File: src/rtl/fpu_dispatch_sequencer_if.sv
// Signal bundle between the F-line dispatch sequencer and its CPU, prefetch, decoder
// and execute-unit neighbours. The sequencer uses the slave modport.
interface fpu_dispatch_sequencer_if;
  logic        start;
  logic [15:0] opcode_in;
  logic        supervisor;
  logic        ext_req;
  logic        ext_ack;
  logic [15:0] ext_data;
  logic [15:0] dec_opcode;
  logic [15:0] dec_ext;
  logic        dec_enable;
  logic        dec_valid;
  logic        dec_illegal;
  logic        dec_priv;
  logic        dec_needs_ext;
  logic [3:0]  dec_type;
  logic        exec_start;
  logic [3:0]  exec_type;
  logic        exec_done;
  logic        busy;
  logic        done;
  logic        exc_valid;
  logic [1:0]  exc_code;
  logic [2:0]  dbg_state;

  modport slave (
    input  start, opcode_in, supervisor, ext_ack, ext_data,
           dec_valid, dec_illegal, dec_priv, dec_needs_ext, dec_type, exec_done,
    output ext_req, dec_opcode, dec_ext, dec_enable, exec_start, exec_type,
           busy, done, exc_valid, exc_code, dbg_state
  );

  modport master (
    output start, opcode_in, supervisor, ext_ack, ext_data,
           dec_valid, dec_illegal, dec_priv, dec_needs_ext, dec_type, exec_done,
    input  ext_req, dec_opcode, dec_ext, dec_enable, exec_start, exec_type,
           busy, done, exc_valid, exc_code, dbg_state
  );
endinterface

File: src/rtl/fpu_dispatch_sequencer.sv
// Sequences one coprocessor-1 F-line instruction: extension fetch, one-cycle decode,
// legality/privilege check, dispatch to the execute unit and a watchdog-guarded wait.
module fpu_dispatch_sequencer #(
  parameter int TIMEOUT_CYCLES = 1024,
  parameter int TO_W           = 11
) (
  input  logic                    clk,
  input  logic                    reset,
  fpu_dispatch_sequencer_if.slave bus
);

  localparam logic [2:0] S_IDLE     = 3'd0;
  localparam logic [2:0] S_FETCH    = 3'd1;
  localparam logic [2:0] S_DECODE   = 3'd2;
  localparam logic [2:0] S_DISPATCH = 3'd3;
  localparam logic [2:0] S_WAIT     = 3'd4;
  localparam logic [2:0] S_DONE     = 3'd5;
  localparam logic [2:0] S_EXC      = 3'd6;

  localparam logic [1:0] EXC_ILLEGAL = 2'b01;
  localparam logic [1:0] EXC_PRIV    = 2'b10;
  localparam logic [1:0] EXC_TIMEOUT = 2'b11;

  // r_wd holds the number of completed WAIT cycles, so the current cycle is number
  // r_wd+1; the last allowed WAIT cycle is therefore r_wd == TIMEOUT_CYCLES-2.
  localparam logic [TO_W-1:0] WD_LAST = TO_W'(TIMEOUT_CYCLES - 2);
  localparam logic [TO_W-1:0] WD_MAX  = '1;

  logic [2:0]      r_state;
  logic            r_super;
  logic [15:0]     r_opcode;
  logic [15:0]     r_ext;
  logic [3:0]      r_type;
  logic [1:0]      r_code;
  logic [TO_W-1:0] r_wd;

  logic w_dec_fault;
  logic w_priv_fault;
  logic w_timeout;
  logic w_unused;

  assign w_dec_fault  = bus.dec_illegal | ~bus.dec_valid;
  assign w_priv_fault = bus.dec_priv & ~r_super;
  assign w_timeout    = (r_wd >= WD_LAST);
  assign w_unused     = bus.dec_needs_ext;

  // Handshakes: ext_req stays high until a cycle with ext_ack (same-cycle ack allowed);
  // exec_start, done and exc_valid are single-cycle pulses with no back-pressure.
  assign bus.ext_req    = (r_state == S_FETCH);
  assign bus.dec_enable = (r_state == S_DECODE);
  assign bus.exec_start = (r_state == S_DISPATCH);
  assign bus.busy       = (r_state != S_IDLE);
  assign bus.done       = (r_state == S_DONE);
  assign bus.exc_valid  = (r_state == S_EXC);
  assign bus.dec_opcode = r_opcode;
  assign bus.dec_ext    = r_ext;
  assign bus.exec_type  = r_type;
  assign bus.exc_code   = r_code;
  assign bus.dbg_state  = r_state;

  always_ff @(posedge clk) begin
    if (reset) begin
      r_state  <= S_IDLE;
      r_super  <= 1'b0;
      r_opcode <= '0;
      r_ext    <= '0;
      r_type   <= '0;
      r_code   <= '0;
      r_wd     <= '0;
    end else begin
      case (r_state)
        S_IDLE: begin
          if (bus.start) begin
            r_opcode <= bus.opcode_in;
            r_super  <= bus.supervisor;
            r_ext    <= '0;
            r_code   <= '0;
            r_state  <= S_FETCH;
          end
        end
        S_FETCH: begin
          if (bus.ext_ack) begin
            r_ext   <= bus.ext_data;
            r_state <= S_DECODE;
          end
        end
        S_DECODE: begin
          if (w_dec_fault) begin
            r_code  <= EXC_ILLEGAL;
            r_state <= S_EXC;
          end else if (w_priv_fault) begin
            r_code  <= EXC_PRIV;
            r_state <= S_EXC;
          end else begin
            r_type  <= bus.dec_type;
            r_state <= S_DISPATCH;
          end
        end
        S_DISPATCH: begin
          r_wd    <= '0;
          r_state <= S_WAIT;
        end
        S_WAIT: begin
          if (r_wd != WD_MAX) r_wd <= r_wd + 1'b1;
          // A completion on the final allowed cycle beats the watchdog.
          if (bus.exec_done) begin
            r_state <= S_DONE;
          end else if (w_timeout) begin
            r_code  <= EXC_TIMEOUT;
            r_state <= S_EXC;
          end
        end
        S_DONE:  r_state <= S_IDLE;
        S_EXC:   r_state <= S_IDLE;
        default: r_state <= S_IDLE;
      endcase
    end
  end

endmodule

File: src/flat_wrapper.sv
// flat-port wrapper written by rule: the top's interface ports become plain ports
module fpu_dispatch_sequencer_flat 
#(
  parameter int TIMEOUT_CYCLES = 1024,
  parameter int TO_W           = 11
)
  (clk, reset, bus_start, bus_opcode_in, bus_supervisor, bus_ext_ack, bus_ext_data, bus_dec_valid, bus_dec_illegal, bus_dec_priv, bus_dec_needs_ext, bus_dec_type, bus_exec_done, bus_ext_req, bus_dec_opcode, bus_dec_ext, bus_dec_enable, bus_exec_start, bus_exec_type, bus_busy, bus_done, bus_exc_valid, bus_exc_code, bus_dbg_state);
  fpu_dispatch_sequencer_if bus_i ();
  input  logic clk;
  input  logic reset;
  input wire logic [$bits(bus_i.start)-1:0] bus_start;
  input wire logic [$bits(bus_i.opcode_in)-1:0] bus_opcode_in;
  input wire logic [$bits(bus_i.supervisor)-1:0] bus_supervisor;
  input wire logic [$bits(bus_i.ext_ack)-1:0] bus_ext_ack;
  input wire logic [$bits(bus_i.ext_data)-1:0] bus_ext_data;
  input wire logic [$bits(bus_i.dec_valid)-1:0] bus_dec_valid;
  input wire logic [$bits(bus_i.dec_illegal)-1:0] bus_dec_illegal;
  input wire logic [$bits(bus_i.dec_priv)-1:0] bus_dec_priv;
  input wire logic [$bits(bus_i.dec_needs_ext)-1:0] bus_dec_needs_ext;
  input wire logic [$bits(bus_i.dec_type)-1:0] bus_dec_type;
  input wire logic [$bits(bus_i.exec_done)-1:0] bus_exec_done;
  output wire logic [$bits(bus_i.ext_req)-1:0] bus_ext_req;
  output wire logic [$bits(bus_i.dec_opcode)-1:0] bus_dec_opcode;
  output wire logic [$bits(bus_i.dec_ext)-1:0] bus_dec_ext;
  output wire logic [$bits(bus_i.dec_enable)-1:0] bus_dec_enable;
  output wire logic [$bits(bus_i.exec_start)-1:0] bus_exec_start;
  output wire logic [$bits(bus_i.exec_type)-1:0] bus_exec_type;
  output wire logic [$bits(bus_i.busy)-1:0] bus_busy;
  output wire logic [$bits(bus_i.done)-1:0] bus_done;
  output wire logic [$bits(bus_i.exc_valid)-1:0] bus_exc_valid;
  output wire logic [$bits(bus_i.exc_code)-1:0] bus_exc_code;
  output wire logic [$bits(bus_i.dbg_state)-1:0] bus_dbg_state;
  assign bus_i.start = bus_start;
  assign bus_i.opcode_in = bus_opcode_in;
  assign bus_i.supervisor = bus_supervisor;
  assign bus_i.ext_ack = bus_ext_ack;
  assign bus_i.ext_data = bus_ext_data;
  assign bus_i.dec_valid = bus_dec_valid;
  assign bus_i.dec_illegal = bus_dec_illegal;
  assign bus_i.dec_priv = bus_dec_priv;
  assign bus_i.dec_needs_ext = bus_dec_needs_ext;
  assign bus_i.dec_type = bus_dec_type;
  assign bus_i.exec_done = bus_exec_done;
  assign bus_ext_req = bus_i.ext_req;
  assign bus_dec_opcode = bus_i.dec_opcode;
  assign bus_dec_ext = bus_i.dec_ext;
  assign bus_dec_enable = bus_i.dec_enable;
  assign bus_exec_start = bus_i.exec_start;
  assign bus_exec_type = bus_i.exec_type;
  assign bus_busy = bus_i.busy;
  assign bus_done = bus_i.done;
  assign bus_exc_valid = bus_i.exc_valid;
  assign bus_exc_code = bus_i.exc_code;
  assign bus_dbg_state = bus_i.dbg_state;
  fpu_dispatch_sequencer #(.TIMEOUT_CYCLES(TIMEOUT_CYCLES), .TO_W(TO_W)) u_core (.clk(clk), .reset(reset), .bus(bus_i));
endmodule
File: config.mk
export PLATFORM = sky130hd
export DESIGN_NAME = fpu_dispatch_sequencer_flat
export DESIGN_NICKNAME = d
export VERILOG_FILES = /design/src/rtl/fpu_dispatch_sequencer_if.sv /design/src/rtl/fpu_dispatch_sequencer.sv /design/src/flat_wrapper.sv
export SDC_FILE = /design/constraint.sdc
export NUM_CORES = 1
export LEC_CHECK = 0
export ABC_AREA = 1
export BUFFER_PORTS_ARGS = -buffer_cell sky130_fd_sc_hd__buf_2
export CAP_MARGIN = 10
export CORE_ASPECT_RATIO = 1.4
export CORE_MARGIN = 1
export CORE_UTILIZATION = 54
export CTS_BUF_LIST = sky130_fd_sc_hd__clkbuf_4 sky130_fd_sc_hd__clkbuf_8
export CTS_CLUSTER_DIAMETER = 100
export DETAILED_ROUTE_END_ITERATION = 10
export HOLD_SLACK_MARGIN = 0.1
export PLACE_DENSITY = 0.87
export SLEW_MARGIN = 20
export SYNTH_ARGS = -nofsm -noshare
export SYNTH_HDL_FRONTEND = slang
export SYNTH_SLANG_ARGS = --single-unit
File: constraint.sdc
create_clock -name clk -period 4.65 [get_ports clk]
set_input_delay 1.395 -clock clk [delete_from_list [all_inputs] [get_ports clk]]
set_output_delay 1.395 -clock clk [all_outputs]
set_load 0.05 [all_outputs]
==> results of run 1 <==
[Yosys cell counts]
cell       n  share of area [%]
a21oi_1   38                7.8
a21oi_2   10                3.6
nand4_1    6                1.5
inv_2      4               0.62
inv_1     32                4.9
nor2_2     1               0.26
nor2_4     1               0.46
nand2_2   11                2.8
buf_2      3               0.62
clkbuf_1   5               0.77
nor2_1    36                5.5
nand3b_1   1               0.31
o21ai_4    1               0.67
nor3_4     1               0.67
buf_4      2               0.62
dfxtp_1   53                 44
ha_1       2                1.0
or2_2      1               0.26
nand3_1   33                6.8
nand2_1   86                 13
o21ai_2    1               0.36
buf_8      1               0.62
nor3_1     4               0.82
o21ai_1    5                1.0
o21ai_0    5                1.0
buf_1      1               0.15
[layout by cell type (no fill, tap or decap)]
master    Yosys  routed
buf_2         3      91
nand2_1      86      86
dfxtp_1      53      53
a21oi_1      38      38
nor2_1       36      36
nand3_1      33      33
inv_1        32      32
nand2_2      11      11
a21oi_2      10      10
nand4_1       6       6
clkbuf_8      0       6
o21ai_0       5       5
o21ai_1       5       5
inv_2         4       4
nor3_1        4       4
ha_1          2       2
buf_4         2       2
nor3_4        1       1
nor2_2        1       1
o21ai_4       1       1
nor2_4        1       1
or2_2         1       1
o21ai_2       1       1
nand3b_1      1       1
clkinv_4      0       1
inv_6         0       1
[metal layers]
metal / GRT usage (%) / vias to the layer above / wire [µm]
li1: - / 1277 / -
met1: 30.14 / 1140 / 2351
met2: 42.95 / 81 / 3074
met3: 5.669 / 9 / 289
met4: 10.71 / 0 / 111
met5: 0 / - / 0
[flip-flops by register name, summed over array words and instances (netlist names)]
| name | count |
|---|---|
| u_core.r_super | 1 |
| u_core.r_wd | 11 |
| u_core.bus.exec_type | 4 |
| u_core.bus.exc_code | 2 |
| u_core.bus.dec_ext | 16 |
| u_core.bus.dec_opcode | 16 |
| u_core.bus.dbg_state | 3 |
[logic make-up after synthesis]
family	Yosys count	synth area share, %
compound gates	60	14.47
fa+ha+maj	2	1.026
flops	53	43.51
buf+inv	48	8.311
simple gates	181	32.68
[worst paths after layout]
check	start	to	slack, ns
min reg2reg	u_core.bus.exc_code[0]	u_core.bus.exc_code[0]	0.45
min	u_core.bus.exc_code[0]	u_core.bus.exc_code[0]	0.45
max reg2reg	u_core.bus.dbg_state[1]	u_core.bus.dec_ext[4]	2.82
max	u_core.bus.dbg_state[1]	bus_dec_enable	1.77
[worst max-delay path, cell delays in order (launching register included)]
cell,delay (ns)
dfxtp_1,0.53
nand3_1,0.14
inv_1,0.19
buf_2,0.30
[layout make-up]
cell class / instances / share of cell area [%]
clock buffer: 6 / 2.737
tap: 60 / 2.489
clock inverter: 2 / 0.5807
multi-input combinational: 243 / 38.95
sequential: 53 / 35.17
inverter: 36 / 4.479
timing repair buffer: 93 / 15.60
[power breakdown]
| group | total [mW] | switching, mW | internal (mW) | leakage, nW |
|---|---|---|---|---|
| clock | 0.280 | 0.156 | 0.124 | 0.0518 |
| sequential | 0.590 | 0.0561 | 0.533 | 0.431 |
| combinational | 0.867 | 0.659 | 0.207 | 0.911 |
| total | 1.74 | 0.872 | 0.865 | 1.39 |
==> run summary, run 1 <==
RSZ-0062 raised after global routing: false
first-pass GRT wire length: 9.397 mm
worst hold slack: 0.4499 ns
CP Max Fanout: 8
# Post-CTS Setup Buffers: 0
crit path DAT: 1.48 ns
Leak: 1.394 nW
clk root buf: clkbuf_8
maxcap violations: 0
HP Class: register to register
Post-DP HPWL: 4.294 mm
layout cells sized above 1: 30.48%
R2R depth: 7
Area after DPL: 2917 µm²
drt first pass iters: 4
top achievable clock speed: 347.7 MHz
Starting Density: 57.06%
Total GRT Usage: 25.21%
CTS tree: done
Die H: 81.51 µm
wirelength, routed: 5.826 mm
Die W: 58.80 µm
period utilisation layout: 61.84%
max-slew violation count: 0
pre-CTS WS: 1.986 ns
Fillers: 381
CP required: 3.25 ns
crit path time final: 2.876 ns
site row count: 28
area grow syn2layout: 23.70%
sequential fraction of the synthesis area: 43.51%
PostCTS Resize Cnt: 0
IO buf count: 91
worst setup path class: register to primary output
Nets: 480
vias per cell: 5.085
crit end category: primary output
Clock Skews: 0.001507 ns
register bit total from synthesis: 53
Post-Syn Area: 2439 µm²
multi-input combinational cell area: 1175 µm²
Non-Filler Instances: 493
final-report hold violation count: 0
headroom to the max-slew limit: 62.75%
clock buffer depth: 2
post-route core utilization: 70.58%
ANT nets after route: 0
initial antenna violation count: 0
clock transition at the registers of the reported paths: 0.10 ns
detailed-route via count: 2,507
placed cells: 485
PwrDens: 575.6 nW/µm²
FF/Latch Area: 1061 µm²
status: finished, final reports clean
Finished Cell Area: 3017 µm²
drt drc: 0
endpoints failing setup: 0
clk sinks: 53
WL per Instance: 11.82 µm
number of global-route vias before repair: 2,237
htree depth: 2
syn avg cell area: 7.089 µm²
Ys Warns: 0
unique cell type count in the Yosys netlist: 26
RePlAce Congestion: 0.8972
Pwr Total: 1.736 mW
hold-fix buffers at CTS: 0
Synth Net Count: 392
CTS Buf Count: 5
worst vdd ir: 0.5251 mV
Antenna Cells: 0
Worst-Skew Late Latency: 0.31 ns
grt total ovfl: 0
final worst slack: 1.774 ns
die area: 4792 µm²
First DRT Iteration DRCs: 98
largest net degree at the start of global routing: 23
startpoint types: register
num ports: 93
Post-Syn Instances: 344
Worst Max-Slew Pin Slew: 0.5567 ns
core area: 4274 µm²
worst hold path stage count: 2
total negative slack: 0 ns
Note: power is estimated with default switching activity, not from simulation.
==> inputs of run 2 (changes only) <==
--- a/config.mk
+++ b/config.mk
@@ -10,12 +10,12 @@
 export CAP_MARGIN = 10
 export CORE_ASPECT_RATIO = 1.4
 export CORE_MARGIN = 1
-export CORE_UTILIZATION = 54
+export CORE_UTILIZATION = 50
 export CTS_BUF_LIST = sky130_fd_sc_hd__clkbuf_4 sky130_fd_sc_hd__clkbuf_8
 export CTS_CLUSTER_DIAMETER = 100
 export DETAILED_ROUTE_END_ITERATION = 10
 export HOLD_SLACK_MARGIN = 0.1
-export PLACE_DENSITY = 0.87
+export PLACE_DENSITY = 0.81
 export SLEW_MARGIN = 20
 export SYNTH_ARGS = -nofsm -noshare
 export SYNTH_HDL_FRONTEND = slang
==> constraint.sdc (replaced) <==
create_clock -name clk -period 2.8 [get_ports clk]
set_input_delay 0.84 -clock clk [delete_from_list [all_inputs] [get_ports clk]]
set_output_delay 0.84 -clock clk [all_outputs]
set_load 0.05 [all_outputs]
==> run summary, run 2 (same netlist as run 1, synthesis figures left out) <==
CTS Buf Count: 5 (unchanged)
layout cells sized above 1: 30.32% (-0.16 points)
commonest non-fill, non-tap cell in the layout: buf_2
detailed-route via count: 2,432 (-3.0%)
sequential power share: 33.5% (-0.5 points)
PostCTS Resize Cnt: 0 (unchanged)
first-pass GRT wire length: 9.397 mm (unchanged)
endpoints failing setup: 0 (unchanged)
PwrDens: 963.8 nW/µm² (+67%)
Antenna Cells: 0 (unchanged)
Area after DPL: 2919 µm² (about the same)
pre-CTS WS: 0.6884 ns (-1.298 ns)
Pwr Total: 2.917 mW (+68%)
Pint: 1.495 mW (+73%)
slowest stage cell, crit path: dfxtp_1
Fillers: 443 (+16%)
status: finished, final reports clean
CP required: 1.96 ns (-1.29 ns)
area grow syn2layout: 24.11%
clk root buf: clkbuf_8
Finished Cell Area: 3027 µm² (+0.33%)
clk sinks: 53 (unchanged)
HP Class: register to register
largest net degree at the start of global routing: 23 (unchanged)
most frequent cells in the layout: buf_2 (91), nand2_1 (86), dfxtp_1 (53), a21oi_1 (38), nor2_1 (36)
placed cells: 487 (+0.41%)
Post-DP HPWL: 4.177 mm (-2.7%)
final worst slack: 0.4613 ns (-1.313 ns)
Switching Power: 1.422 mW (+63%)
Nets: 480 (unchanged)
max-slew violation count: 0 (unchanged)
Worst Max-Slew Pin Slew: 0.5646 ns (+0.007888 ns)
die area: 5164 µm² (+7.8%)
crit end category: primary output
Starting Density: 52.92% (-4.1 points)
Total GRT Usage: 23.54% (-1.7 points)
CP delay by family, top: flip-flops
Non-Filler Instances: 494 (+0.20%)
maxcap violations: 0 (unchanged)
RSZ-0062 raised after global routing: false
Die H: 84.63 µm (+3.8%)
hold-fix buffers at CTS: 0 (unchanged)
period utilisation layout: 83.53%
Clock Skews: 0.005971 ns (+0.004464 ns)
Worst-Skew Late Latency: 0.30 ns (about the same)
Net Sw Frac: 48.76% (-1.5 points)
grt total ovfl: 0 (unchanged)
Die W: 61.02 µm (+3.8%)
RePlAce Congestion: 0.8665 (-3.4%)
core area: 4608 µm² (+7.8%)
worst vdd ir: 0.8756 mV (+67%)
worst hold slack: 0.4460 ns (-0.003976 ns)
worst setup path class: register to primary output
clock share of power: 17.5% (+1.4 points)
CP cell instances: inv_2 > nor3_4 > buf_2
CP Max Fanout: 6 (-2)
vias per cell: 4.923 (-3.2%)
CTS tree: done
clock buffer depth: 2 (unchanged)
initial antenna violation count: 0 (unchanged)
num ports: 93 (unchanged)
wirelength, routed: 5.530 mm (-5.1%)
ANT nets after route: 0 (unchanged)
number of global-route vias before repair: 2,220 (-0.76%)
drt drc: 0 (unchanged)
crit path DAT: 1.50 ns (+0.02 ns)
startpoint types: register
clock transition at the registers of the reported paths: 0.09 ns (about the same)
# Post-CTS Setup Buffers: 0 (unchanged)
top achievable clock speed: 427.6 MHz
headroom to the max-slew limit: 62.22% (-0.53 points)
combinational share of power: 49.0% (-0.9 points)
post-route core utilization: 65.68% (-4.9 points)
First DRT Iteration DRCs: 114 (+16%)
htree depth: 2 (unchanged)
crit path time final: 2.339 ns
final-report hold violation count: 0 (unchanged)
WL per Instance: 11.19 µm (-5.3%)
total negative slack: 0 ns (unchanged)
crit-path max cell delay: 0.47 ns (-0.06 ns)
IO buf count: 91 (unchanged)
Leak: 1.397 nW (+0.20%)
site row count: 29 (+3.6%)
WP buf/inv: 2 (unchanged)
drt first pass iters: 4 (unchanged)
-- run 2: cell types whose count changed in the layout (fill, tap and decap cells not counted) --
cell	change
bufinv_16	+1
clkbuf_8	-1
clkinv_4	-1
-- run 2: layer usage --
layer	track usage, %	vias to the layer above	share of wire (%)
li1	-	1278	-
met1	27.63	1094	43
met2	41.01	54	52
met3	4.777	6	4.4
met4	7.851	0	1.3
met5	0	-	0
-- run 2: cell type report --
type	instances	area (µm²)	share of cell area (%)
timing repair buffer	93	470.5	15.54
multi-input combinational	243	1175	38.82
tap	62	77.57	2.563
sequential	53	1061	35.06
clock inverter	2	38.79	1.282
clock buffer	5	68.82	2.274
inverter	36	135.1	4.465
-- run 2: power groups by stage --
stage / Combinational [mW] / Clock, mW / Sequential, mW
detailed placement: 1.44 / 0 / 0.994
global route: 1.55 / 0.551 / 0.997
finish: 1.43 / 0.510 / 0.979
global placement: 1.42 / 0 / 0.989
floorplan: 0.750 / 0 / 1.42
CTS: 1.44 / 0.527 / 0.978
-- run 2: final timing paths --
kind                                         startpoint                     end  slack [ns]  depth (start not counted)
worst max register to register  u_core.bus.dbg_state[1]   u_core.bus.dec_ext[0]        1.00                          7
worst max-delay path            u_core.bus.dbg_state[0]             bus_ext_req        0.46                          3
worst min register to register   u_core.bus.exc_code[0]  u_core.bus.exc_code[0]        0.45                          2
worst min-delay path             u_core.bus.exc_code[0]  u_core.bus.exc_code[0]        0.45                          2
-- run 2: worst reg2reg max path, cell delays in order, from the launching register on --
cell and delay, ns:
dfxtp_1 0.51, nor2_1 0.13, inv_1 0.09, nor2_2 0.04, buf_4 0.21, o21ai_4 0.48
nand2_1 0.10, a21oi_1 0.16
